## src/rtl/pipeline_stall_controller_if.sv

```systemverilog
// Hazard/stall handshake bundle between the pipeline stages and the stall controller.
// The master side presents the hazard sources; the slave (controller) returns the pipeline controls.
interface pipeline_stall_controller_if #(
    parameter int CNT_WIDTH = 16
);
    logic                 idExMemRead;
    logic [4:0]           idExRt;
    logic [4:0]           ifIdRs;
    logic [4:0]           ifIdRt;
    logic                 ifIdUsesRt;
    logic                 branchTaken;
    logic                 memBusy;
    logic                 pcWrite;
    logic                 ifIdWrite;
    logic                 bubbleInstruction;
    logic                 ifIdFlush;
    logic                 idExFlush;
    logic                 pipeHold;
    logic [CNT_WIDTH-1:0] stallCount;
    logic [1:0]           state;

    modport master (
        output idExMemRead, idExRt, ifIdRs, ifIdRt, ifIdUsesRt, branchTaken, memBusy,
        input  pcWrite, ifIdWrite, bubbleInstruction, ifIdFlush, idExFlush, pipeHold,
        input  stallCount, state
    );

    modport slave (
        input  idExMemRead, idExRt, ifIdRs, ifIdRt, ifIdUsesRt, branchTaken, memBusy,
        output pcWrite, ifIdWrite, bubbleInstruction, ifIdFlush, idExFlush, pipeHold,
        output stallCount, state
    );
endinterface

```

## src/rtl/pipeline_stall_controller.sv

```systemverilog
// Priority-ordered stall/flush sequencer for a 5-stage pipeline: memory busy > taken branch > load-use,
// with a countdown for multi-bubble loads and a saturating stall-cycle counter.
module pipeline_stall_controller #(
    parameter int LOAD_STALL = 1,
    parameter int CNT_WIDTH  = 16
) (
    input  logic                        clk,
    input  logic                        reset,
    pipeline_stall_controller_if.slave  bus
);

    localparam logic [1:0] ST_RUN  = 2'd0;
    localparam logic [1:0] ST_LOAD = 2'd1;
    localparam logic [1:0] ST_MEMW = 2'd2;

    localparam logic [1:0] MODE_NORMAL = 2'd0;
    localparam logic [1:0] MODE_HOLD   = 2'd1;
    localparam logic [1:0] MODE_FLUSH  = 2'd2;
    localparam logic [1:0] MODE_BUBBLE = 2'd3;

    localparam logic [3:0]           LS_INIT = 4'(LOAD_STALL - 1);
    localparam logic [CNT_WIDTH-1:0] CNT_ONE = {{(CNT_WIDTH-1){1'b0}}, 1'b1};
    localparam logic [CNT_WIDTH-1:0] CNT_MAX = {CNT_WIDTH{1'b1}};

    logic [1:0]           state_q, state_d;
    logic [1:0]           resume_q, resume_d;
    logic [3:0]           cnt_q, cnt_d;
    logic [CNT_WIDTH-1:0] stall_cnt_q, stall_cnt_d;
    logic [1:0]           eff_state_s;
    logic [1:0]           mode_s;
    logic                 hazard_s;
    logic                 pc_write_s;

    assign hazard_s = bus.idExMemRead && (bus.idExRt != 5'd0) &&
                      ((bus.idExRt == bus.ifIdRs) ||
                       (bus.ifIdUsesRt && (bus.idExRt == bus.ifIdRt)));

    // Once memory releases, the cycle is handled as if the wait never happened.
    assign eff_state_s = ((state_q == ST_MEMW) && !bus.memBusy) ? resume_q : state_q;

    // Next-state and output-mode selection on the effective state.
    always_comb begin
        state_d  = state_q;
        resume_d = resume_q;
        cnt_d    = cnt_q;
        mode_s   = MODE_NORMAL;
        case (eff_state_s)
            ST_RUN: begin
                if (bus.memBusy) begin
                    mode_s   = MODE_HOLD;
                    state_d  = ST_MEMW;
                    resume_d = ST_RUN;
                end else if (bus.branchTaken) begin
                    mode_s  = MODE_FLUSH;
                    state_d = ST_RUN;
                end else if (hazard_s) begin
                    mode_s = MODE_BUBBLE;
                    if (LOAD_STALL == 1) begin
                        state_d = ST_RUN;
                    end else begin
                        cnt_d   = LS_INIT;
                        state_d = ST_LOAD;
                    end
                end else begin
                    mode_s  = MODE_NORMAL;
                    state_d = ST_RUN;
                end
            end
            ST_LOAD: begin
                if (bus.memBusy) begin
                    mode_s   = MODE_HOLD;
                    state_d  = ST_MEMW;
                    resume_d = ST_LOAD;
                end else if (bus.branchTaken) begin
                    mode_s  = MODE_FLUSH;
                    cnt_d   = 4'd0;
                    state_d = ST_RUN;
                end else begin
                    mode_s  = MODE_BUBBLE;
                    cnt_d   = cnt_q - 4'd1;
                    state_d = (cnt_q == 4'd1) ? ST_RUN : ST_LOAD;
                end
            end
            ST_MEMW: begin
                mode_s  = MODE_HOLD;
                state_d = ST_MEMW;
            end
            default: begin
                mode_s   = MODE_HOLD;
                state_d  = ST_RUN;
                resume_d = ST_RUN;
                cnt_d    = 4'd0;
            end
        endcase
    end

    // Decode the selected mode into the pipeline control lines; reset forces the flush/bubble pattern.
    always_comb begin
        bus.pcWrite           = 1'b1;
        bus.ifIdWrite         = 1'b1;
        bus.bubbleInstruction = 1'b0;
        bus.ifIdFlush         = 1'b0;
        bus.idExFlush         = 1'b0;
        bus.pipeHold          = 1'b0;
        if (reset) begin
            bus.pcWrite           = 1'b0;
            bus.ifIdWrite         = 1'b0;
            bus.bubbleInstruction = 1'b1;
            bus.ifIdFlush         = 1'b1;
            bus.idExFlush         = 1'b1;
        end else begin
            case (mode_s)
                MODE_HOLD: begin
                    bus.pcWrite   = 1'b0;
                    bus.ifIdWrite = 1'b0;
                    bus.pipeHold  = 1'b1;
                end
                MODE_FLUSH: begin
                    bus.ifIdFlush = 1'b1;
                    bus.idExFlush = 1'b1;
                end
                MODE_BUBBLE: begin
                    bus.pcWrite           = 1'b0;
                    bus.ifIdWrite         = 1'b0;
                    bus.bubbleInstruction = 1'b1;
                end
                default: begin
                    bus.pcWrite   = 1'b1;
                    bus.ifIdWrite = 1'b1;
                end
            endcase
        end
    end

    assign pc_write_s = bus.pcWrite;

    // Saturating count of cycles in which the PC was held.
    always_comb begin
        stall_cnt_d = stall_cnt_q;
        if (!pc_write_s && (stall_cnt_q != CNT_MAX)) begin
            stall_cnt_d = stall_cnt_q + CNT_ONE;
        end else begin
            stall_cnt_d = stall_cnt_q;
        end
    end

    // State, countdown, resume target and stall counter registers.
    always_ff @(posedge clk) begin
        if (reset) begin
            state_q     <= ST_RUN;
            resume_q    <= ST_RUN;
            cnt_q       <= 4'd0;
            stall_cnt_q <= {CNT_WIDTH{1'b0}};
        end else begin
            state_q     <= state_d;
            resume_q    <= resume_d;
            cnt_q       <= cnt_d;
            stall_cnt_q <= stall_cnt_d;
        end
    end

    assign bus.stallCount = stall_cnt_q;
    assign bus.state      = state_q;

endmodule

```

## src/flat_wrapper.sv

```systemverilog
// flat-port wrapper written by rule: the top's interface ports become plain ports
module pipeline_stall_controller_flat 
#(
    parameter int LOAD_STALL = 1,
    parameter int CNT_WIDTH  = 16
)
  (clk, reset, bus_idExMemRead, bus_idExRt, bus_ifIdRs, bus_ifIdRt, bus_ifIdUsesRt, bus_branchTaken, bus_memBusy, bus_pcWrite, bus_ifIdWrite, bus_bubbleInstruction, bus_ifIdFlush, bus_idExFlush, bus_pipeHold, bus_stallCount, bus_state);
  pipeline_stall_controller_if #(.CNT_WIDTH(CNT_WIDTH)) bus_i ();
  input  logic clk;
  input  logic reset;
  input wire logic [$bits(bus_i.idExMemRead)-1:0] bus_idExMemRead;
  input wire logic [$bits(bus_i.idExRt)-1:0] bus_idExRt;
  input wire logic [$bits(bus_i.ifIdRs)-1:0] bus_ifIdRs;
  input wire logic [$bits(bus_i.ifIdRt)-1:0] bus_ifIdRt;
  input wire logic [$bits(bus_i.ifIdUsesRt)-1:0] bus_ifIdUsesRt;
  input wire logic [$bits(bus_i.branchTaken)-1:0] bus_branchTaken;
  input wire logic [$bits(bus_i.memBusy)-1:0] bus_memBusy;
  output wire logic [$bits(bus_i.pcWrite)-1:0] bus_pcWrite;
  output wire logic [$bits(bus_i.ifIdWrite)-1:0] bus_ifIdWrite;
  output wire logic [$bits(bus_i.bubbleInstruction)-1:0] bus_bubbleInstruction;
  output wire logic [$bits(bus_i.ifIdFlush)-1:0] bus_ifIdFlush;
  output wire logic [$bits(bus_i.idExFlush)-1:0] bus_idExFlush;
  output wire logic [$bits(bus_i.pipeHold)-1:0] bus_pipeHold;
  output wire logic [$bits(bus_i.stallCount)-1:0] bus_stallCount;
  output wire logic [$bits(bus_i.state)-1:0] bus_state;
  assign bus_i.idExMemRead = bus_idExMemRead;
  assign bus_i.idExRt = bus_idExRt;
  assign bus_i.ifIdRs = bus_ifIdRs;
  assign bus_i.ifIdRt = bus_ifIdRt;
  assign bus_i.ifIdUsesRt = bus_ifIdUsesRt;
  assign bus_i.branchTaken = bus_branchTaken;
  assign bus_i.memBusy = bus_memBusy;
  assign bus_pcWrite = bus_i.pcWrite;
  assign bus_ifIdWrite = bus_i.ifIdWrite;
  assign bus_bubbleInstruction = bus_i.bubbleInstruction;
  assign bus_ifIdFlush = bus_i.ifIdFlush;
  assign bus_idExFlush = bus_i.idExFlush;
  assign bus_pipeHold = bus_i.pipeHold;
  assign bus_stallCount = bus_i.stallCount;
  assign bus_state = bus_i.state;
  pipeline_stall_controller #(.LOAD_STALL(LOAD_STALL), .CNT_WIDTH(CNT_WIDTH)) u_core (.clk(clk), .reset(reset), .bus(bus_i));
endmodule
```

## config.mk

```make
export PLATFORM = sky130hd
export DESIGN_NAME = pipeline_stall_controller_flat
export DESIGN_NICKNAME = d
export VERILOG_FILES = /design/src/rtl/pipeline_stall_controller_if.sv /design/src/rtl/pipeline_stall_controller.sv /design/src/flat_wrapper.sv
export SDC_FILE = /design/constraint.sdc
export NUM_CORES = 1
export LEC_CHECK = 0
export BUFFER_PORTS_ARGS = -buffer_cell sky130_fd_sc_hd__buf_2
export CAP_MARGIN = 20
export CORE_AREA = 4 4 67 57
export DETAILED_ROUTE_END_ITERATION = 8
export DIE_AREA = 0 0 71 61
export GPL_TIMING_DRIVEN = 0
export PLACE_DENSITY_LB_ADDON = 0.3
export SKIP_CTS_REPAIR_TIMING = 1
export SLEW_MARGIN = 20
export SYNTH_ARGS = -nofsm -noshare
export SYNTH_HDL_FRONTEND = slang
export SYNTH_SLANG_ARGS = --single-unit
```

## constraint.sdc

```tcl
create_clock -name clk -period 4 [get_ports clk]
set_input_delay 0.8 -clock clk [delete_from_list [all_inputs] [get_ports clk]]
set_output_delay 0.8 -clock clk [all_outputs]
set_load 0.01 [all_outputs]
```

[Word level (Yosys, flattened, before mapping)]
Index checks and enable logic that the tools add are counted.
Operators by class
  add/sub/neg operators: 2
  reductions and logical operators: 14
  equality and inequality tests: 13
  mux-type cells: 26
  bitwise operators: 2
Operator list (count)
  2-bit 2-to-1 mux: 10
  16-bit by 1-bit adder with 16-bit output, second input constant: 1
  16-bit != test, second input constant: 1
  2-bit one-hot mux with 3 select lines: 2
  5-bit equality test: 2
  1-bit 2-to-1 mux: 10
  2-bit equality test, second input constant: 4
  4-bit 2-to-1 mux: 2
  4-bit one-hot mux with 2 select lines: 1
  2-bit != test, second input constant: 3
  1-bit logical AND: 5
  5-bit nonzero test: 1
  2-bit by 1-bit equality test with 1-bit output, second input constant: 2
  4-bit by 1-bit equality test with 1-bit output, second input constant: 1
  2-bit one-hot mux with 2 select lines: 1
  2-bit OR reduction: 2
  4-bit by 1-bit subtractor with 4-bit output, second input constant: 1
  3-bit AND reduction: 1
  1-bit logical NOT: 2
  2-bit logical NOT: 1
  1-bit NOT: 2
  2-bit AND reduction: 1
  1-bit logical OR: 1
Storage, ports and cells
  flip-flop bits (word level): 24
  output and inout bits: 24
  input port bits: 21

[Longest topological paths before layout]
  word-level depth: 14
  depth in mapped cells: 10

[Worst setup path before layout]
Ideal clock, no wire load.
  kind: input -> output
  from: in bus_idExRt[0]
  to: out bus_pcWrite
  data arrival time: 2157 ps
  setup slack: 1043 ps
  stages: 6
  path buffers: 1
  cells stage by stage: or4_1 > o21ai_1 > or2b_1 > a21oi_1 > nor3_1 > buf_4
Between the ends
  word-level cells in the longest chain between the ends: 12
  elaborated cells on any way between the ends: 16
  classes of those cells: eq/ne: 4; mux: 6; reduce/logical: 6
RTL lines
  from (decl): line flat_wrapper.sv:12  | input wire logic [$bits(bus_i.idExRt)-1:0] bus_idExRt;
  5-bit equality test: line pipeline_stall_controller.sv:36  | (bus.ifIdUsesRt && (bus.idExRt == bus.ifIdRt)));
  1-bit logical AND: line pipeline_stall_controller.sv:36
  1-bit logical OR: line pipeline_stall_controller.sv:35  | ((bus.idExRt == bus.ifIdRs) ||
  1-bit logical AND *: line pipeline_stall_controller.sv:34  | assign hazard_s = bus.idExMemRead && (bus.idExRt != 5'd0) &&
  2-bit 2-to-1 mux *: line pipeline_stall_controller.sv:56  | end else if (hazard_s) begin
  2-bit 2-to-1 mux *: line pipeline_stall_controller.sv:53  | end else if (bus.branchTaken) begin
  2-bit 2-to-1 mux *: line pipeline_stall_controller.sv:49  | if (bus.memBusy) begin
  2-bit one-hot mux with 2 select lines *: line pipeline_stall_controller.sv:47  | case (eff_state_s)
  2-bit equality test / 2-bit by 1-bit equality test with 1-bit output (equally long branches)
  2-bit OR reduction (no line) *
  1-bit 2-to-1 mux * (2 in a row)
  to (decl): line flat_wrapper.sv:18  | output wire logic [$bits(bus_i.pcWrite)-1:0] bus_pcWrite;
Mark *: on every way between the ends. The rest lies on a longest branch, timed or not.

[Worst setup path in the final report]
  from: in bus_idExRt[0]
  to: out bus_pcWrite
Between the ends
  word-level cells in the longest chain between the ends: 12
  elaborated cells on any way between the ends: 16
  classes of those cells: eq/ne: 4; mux: 6; reduce/logical: 6
RTL lines
  5-bit equality test: line pipeline_stall_controller.sv:36
  1-bit logical AND: line pipeline_stall_controller.sv:36
  1-bit logical OR: line pipeline_stall_controller.sv:35
  1-bit logical AND *: line pipeline_stall_controller.sv:34
  2-bit 2-to-1 mux *: line pipeline_stall_controller.sv:56
  2-bit 2-to-1 mux *: line pipeline_stall_controller.sv:53
  2-bit 2-to-1 mux *: line pipeline_stall_controller.sv:49
  2-bit one-hot mux with 2 select lines *: line pipeline_stall_controller.sv:47
  2-bit equality test / 2-bit by 1-bit equality test with 1-bit output (equally long branches): line pipeline_stall_controller.sv:112  | case (mode_s)
  2-bit OR reduction (no line) *
  1-bit 2-to-1 mux *: line pipeline_stall_controller.sv:112
  1-bit 2-to-1 mux *: line pipeline_stall_controller.sv:105  | if (reset) begin
Marked as above.

==> reports/qor.yml <==
fmax_ghz: 0.3223
syn_area_mm2: 0.001309
avgSynthCellArea_um2: 8.079
synth_commonest_cells: "dfxtp_1 (23), a21oi_1 (17), nand2_1 (16), xnor2_1 (13), nor2_1 (12)"
clk_pin_slew_ns: 0.08
final_hold_viol_count: 0
insertion_delay_ns: 0.27
critPathBufInv: 3
synth-edff-count: 0
drtPass1Iterations: 4
syn_to_final_growth_pct: 23.80
period_minus_slack_ns: 3.103
synth_top_area_cell: "dfxtp_1"
cts_tree: "built"
yosysMostFrequentCell: "dfxtp_1"
layout-drive-gt1-share_pct: 26.32
coreArea_mm2: 0.003063
synth_cells: 162
gp_congestion: 0.7882
crit_type: "in -> out"
cap_viol_max_count: 0
worstMarginPinSlew_ns: 0.4375
cts_buffer_depth: 2
powerDensity_mw_per_mm2: 277.3
vdd_drop_max_uv: 179.9
outcome: "finished clean"
slowest_delay_ns: 0.52
cp_cell_sequence: "buf_2, or4_1, o21ai_1, or2b_1, a21oi_1, nor3_1, buf_4, buf_2"
grt_usage_pct: 14.43
die_area_mm2: 0.004331
dieWidth_um: 71
total_power_uw: 449.3
ios: 45
startpoint_type: "input pin"
hold_class: "reg -> reg"
grt_remaining_overflow: 0
grt_pass1_vias: 1121
setup_tns_ns: 0
maxSlewHeadroom_pct: 70.08
post_synth_num_cell_types: 36
clock-root-buffer: "clkbuf_8"
syn-num-nets: 186
wirelength_mm: 2.950
clkSinkCount: 23
ys_seq_area_share_pct: 35.18
cp_max_fo: 3
cts-buffers-inserted: 3
dp_hpwl_mm: 2.308
grt_pass1_wl_mm: 4.830
nets: 234
wl_per_cell_um: 11.85
synthTopCellsByArea: "dfxtp_1 (35%), xnor2_1 (8.7%), a21oi_1 (6.5%)"
fin_skew_ns: 0.004604
worst_path_dominant_cell_family: "simple AND/OR/NAND/NOR gates"
cp-end-kind: "output pin"
num_antenna_cells: 0
rsz0062_at_grt: "false"
final.period_utilization_pct: 77.57
power.leakage_uw: 0.0006458
crit_path_frequent_cell: "buf_2"
yosys.area.top_type_share_pct: 35.18
crit_required_ns: 3.20
antenna_found_initial: 0
die_h_um: 61
ys.flop_type: "dfxtp_1"
vias: 1277
ys_warn_count: 0
via_per_inst: 5.129
drv_slew: 0
cts_max_level: 1
setup_viol: 0
io_buffers: 43
detail-route-antenna-nets: 0
rows: 18
grt_max_degree: 14
ys_seq_elements: 23
cpMaxStageDelayCell: "or4_1"
synthArstFlopShare_pct: 0
drt-initial-drc-count: 52
drc_errors: 0
start_util_pct: 42.73
arrival_ns: 2.30
## worst min-delay path: stages (launching register included)
cell,delay (ns)
dfxtp_1,0.34
nand2_1,0.06
a21oi_1,0.05
## sequential cells by signal, summed over array words and instances (netlist names)
register / cells
u_core.bus.stallCount: 16
u_core.cnt_q: 4
u_core.bus.state: 2
u_core.resume_q: 1
## cell type report
cell class	instances	area [um^2]
Tap cell	40	50.05
Fill cell	330	1443
Sequential cell	23	460.4
Timing Repair Buffer	43	215.2
Inverter	3	11.26
Multi-Input combinational cell	128	783.3
Clock inverter	1	5.005
Buffer	8	53.80
Clock buffer	3	41.29
## metal layers
metal  global-route usage (%)  wire (um)
met1                    18.74       1448
met2                    21.93       1237
met3                    4.967        215
met4                    6.434         48
met5                        0          0
## power breakdown
part	total, uW	switching (uW)	internal (uW)	leakage (uW)
Sequential	237	4.54	232	0.000186
Clock	148	78.6	69.7	0.0000255
Combinational	64.0	32.3	31.7	0.000434
Total	449	116	334	0.000646
## cell families (layout without fill, tap and decap cells)
logic type / Yosys count / in the layout / synth area share [%]
buffers and inverters: 11 / 58 / 4.970
AOI/OAI and AO/OA: 43 / 43 / 19.41
and+or+nand+nor: 67 / 67 / 27.53
xor gates and xnor gates: 15 / 15 / 10.04
adders and majority gates: 3 / 3 / 2.868
DFF: 23 / 23 / 35.18
## final timing paths
path | from | endpoint | slack, ns | cells after the start
min | u_core.bus.stallCount[1]$_SDFFE_PP0P_ | u_core.bus.stallCount[1]$_SDFFE_PP0P_ | 0.50 | 2
max reg2reg | u_core.bus.stallCount[0]$_SDFFE_PP0P_ | u_core.bus.stallCount[14]$_SDFFE_PP0P_ | 1.69 | 10
min reg2reg | u_core.bus.stallCount[1]$_SDFFE_PP0P_ | u_core.bus.stallCount[1]$_SDFFE_PP0P_ | 0.50 | 2
max | bus_idExRt[0] | bus_pcWrite | 0.90 | 8
## metrics by stage
stage | setup slack [ns] | hold slack [ns] | area, um^2 | utilization (%) | std cells
floorplan | 1.043 | 0.4798 | 1309 | - | 162
finish | 0.8972 | 0.5033 | 1620 | 52.90 | 249
CTS | 0.8984 | 0.5067 | 1620 | 52.90 | 249
detailed placement | 0.9108 | 0.4926 | 1574 | 51.39 | 245
global route | 0.7605 | 0.5348 | 1620 | 52.90 | 249
global placement | 0.9080 | 0.4852 | 1574 | 51.39 | 245
## layout by cell type (no fill, tap or decap), types with 2 or more instances in the layout
| master | synthesis | final |
|---|---|---|
| a21oi_1 | 17 | 17 |
| a21o_1 | 3 | 3 |
| xor2_1 | 2 | 2 |
| nor2_1 | 12 | 12 |
| clkbuf_1 | 3 | 3 |
| o21ai_1 | 6 | 6 |
| nor2b_1 | 2 | 2 |
| nand2_1 | 16 | 16 |
| and4_1 | 2 | 2 |
| buf_4 | 2 | 2 |
| o21ai_0 | 7 | 7 |
| nand3_1 | 7 | 7 |
| nand2b_1 | 2 | 2 |
| o31ai_1 | 3 | 3 |
| buf_2 | 1 | 44 |
| clkbuf_8 | 0 | 3 |
| or3_1 | 11 | 11 |
| nand4_1 | 4 | 4 |
| ha_1 | 3 | 3 |
| buf_6 | 2 | 2 |
| xnor2_1 | 13 | 13 |
| or4_1 | 3 | 3 |
| nor3_1 | 3 | 3 |
| dfxtp_1 | 23 | 23 |
| inv_1 | 3 | 3 |
(Power assumes the default switching activity.)
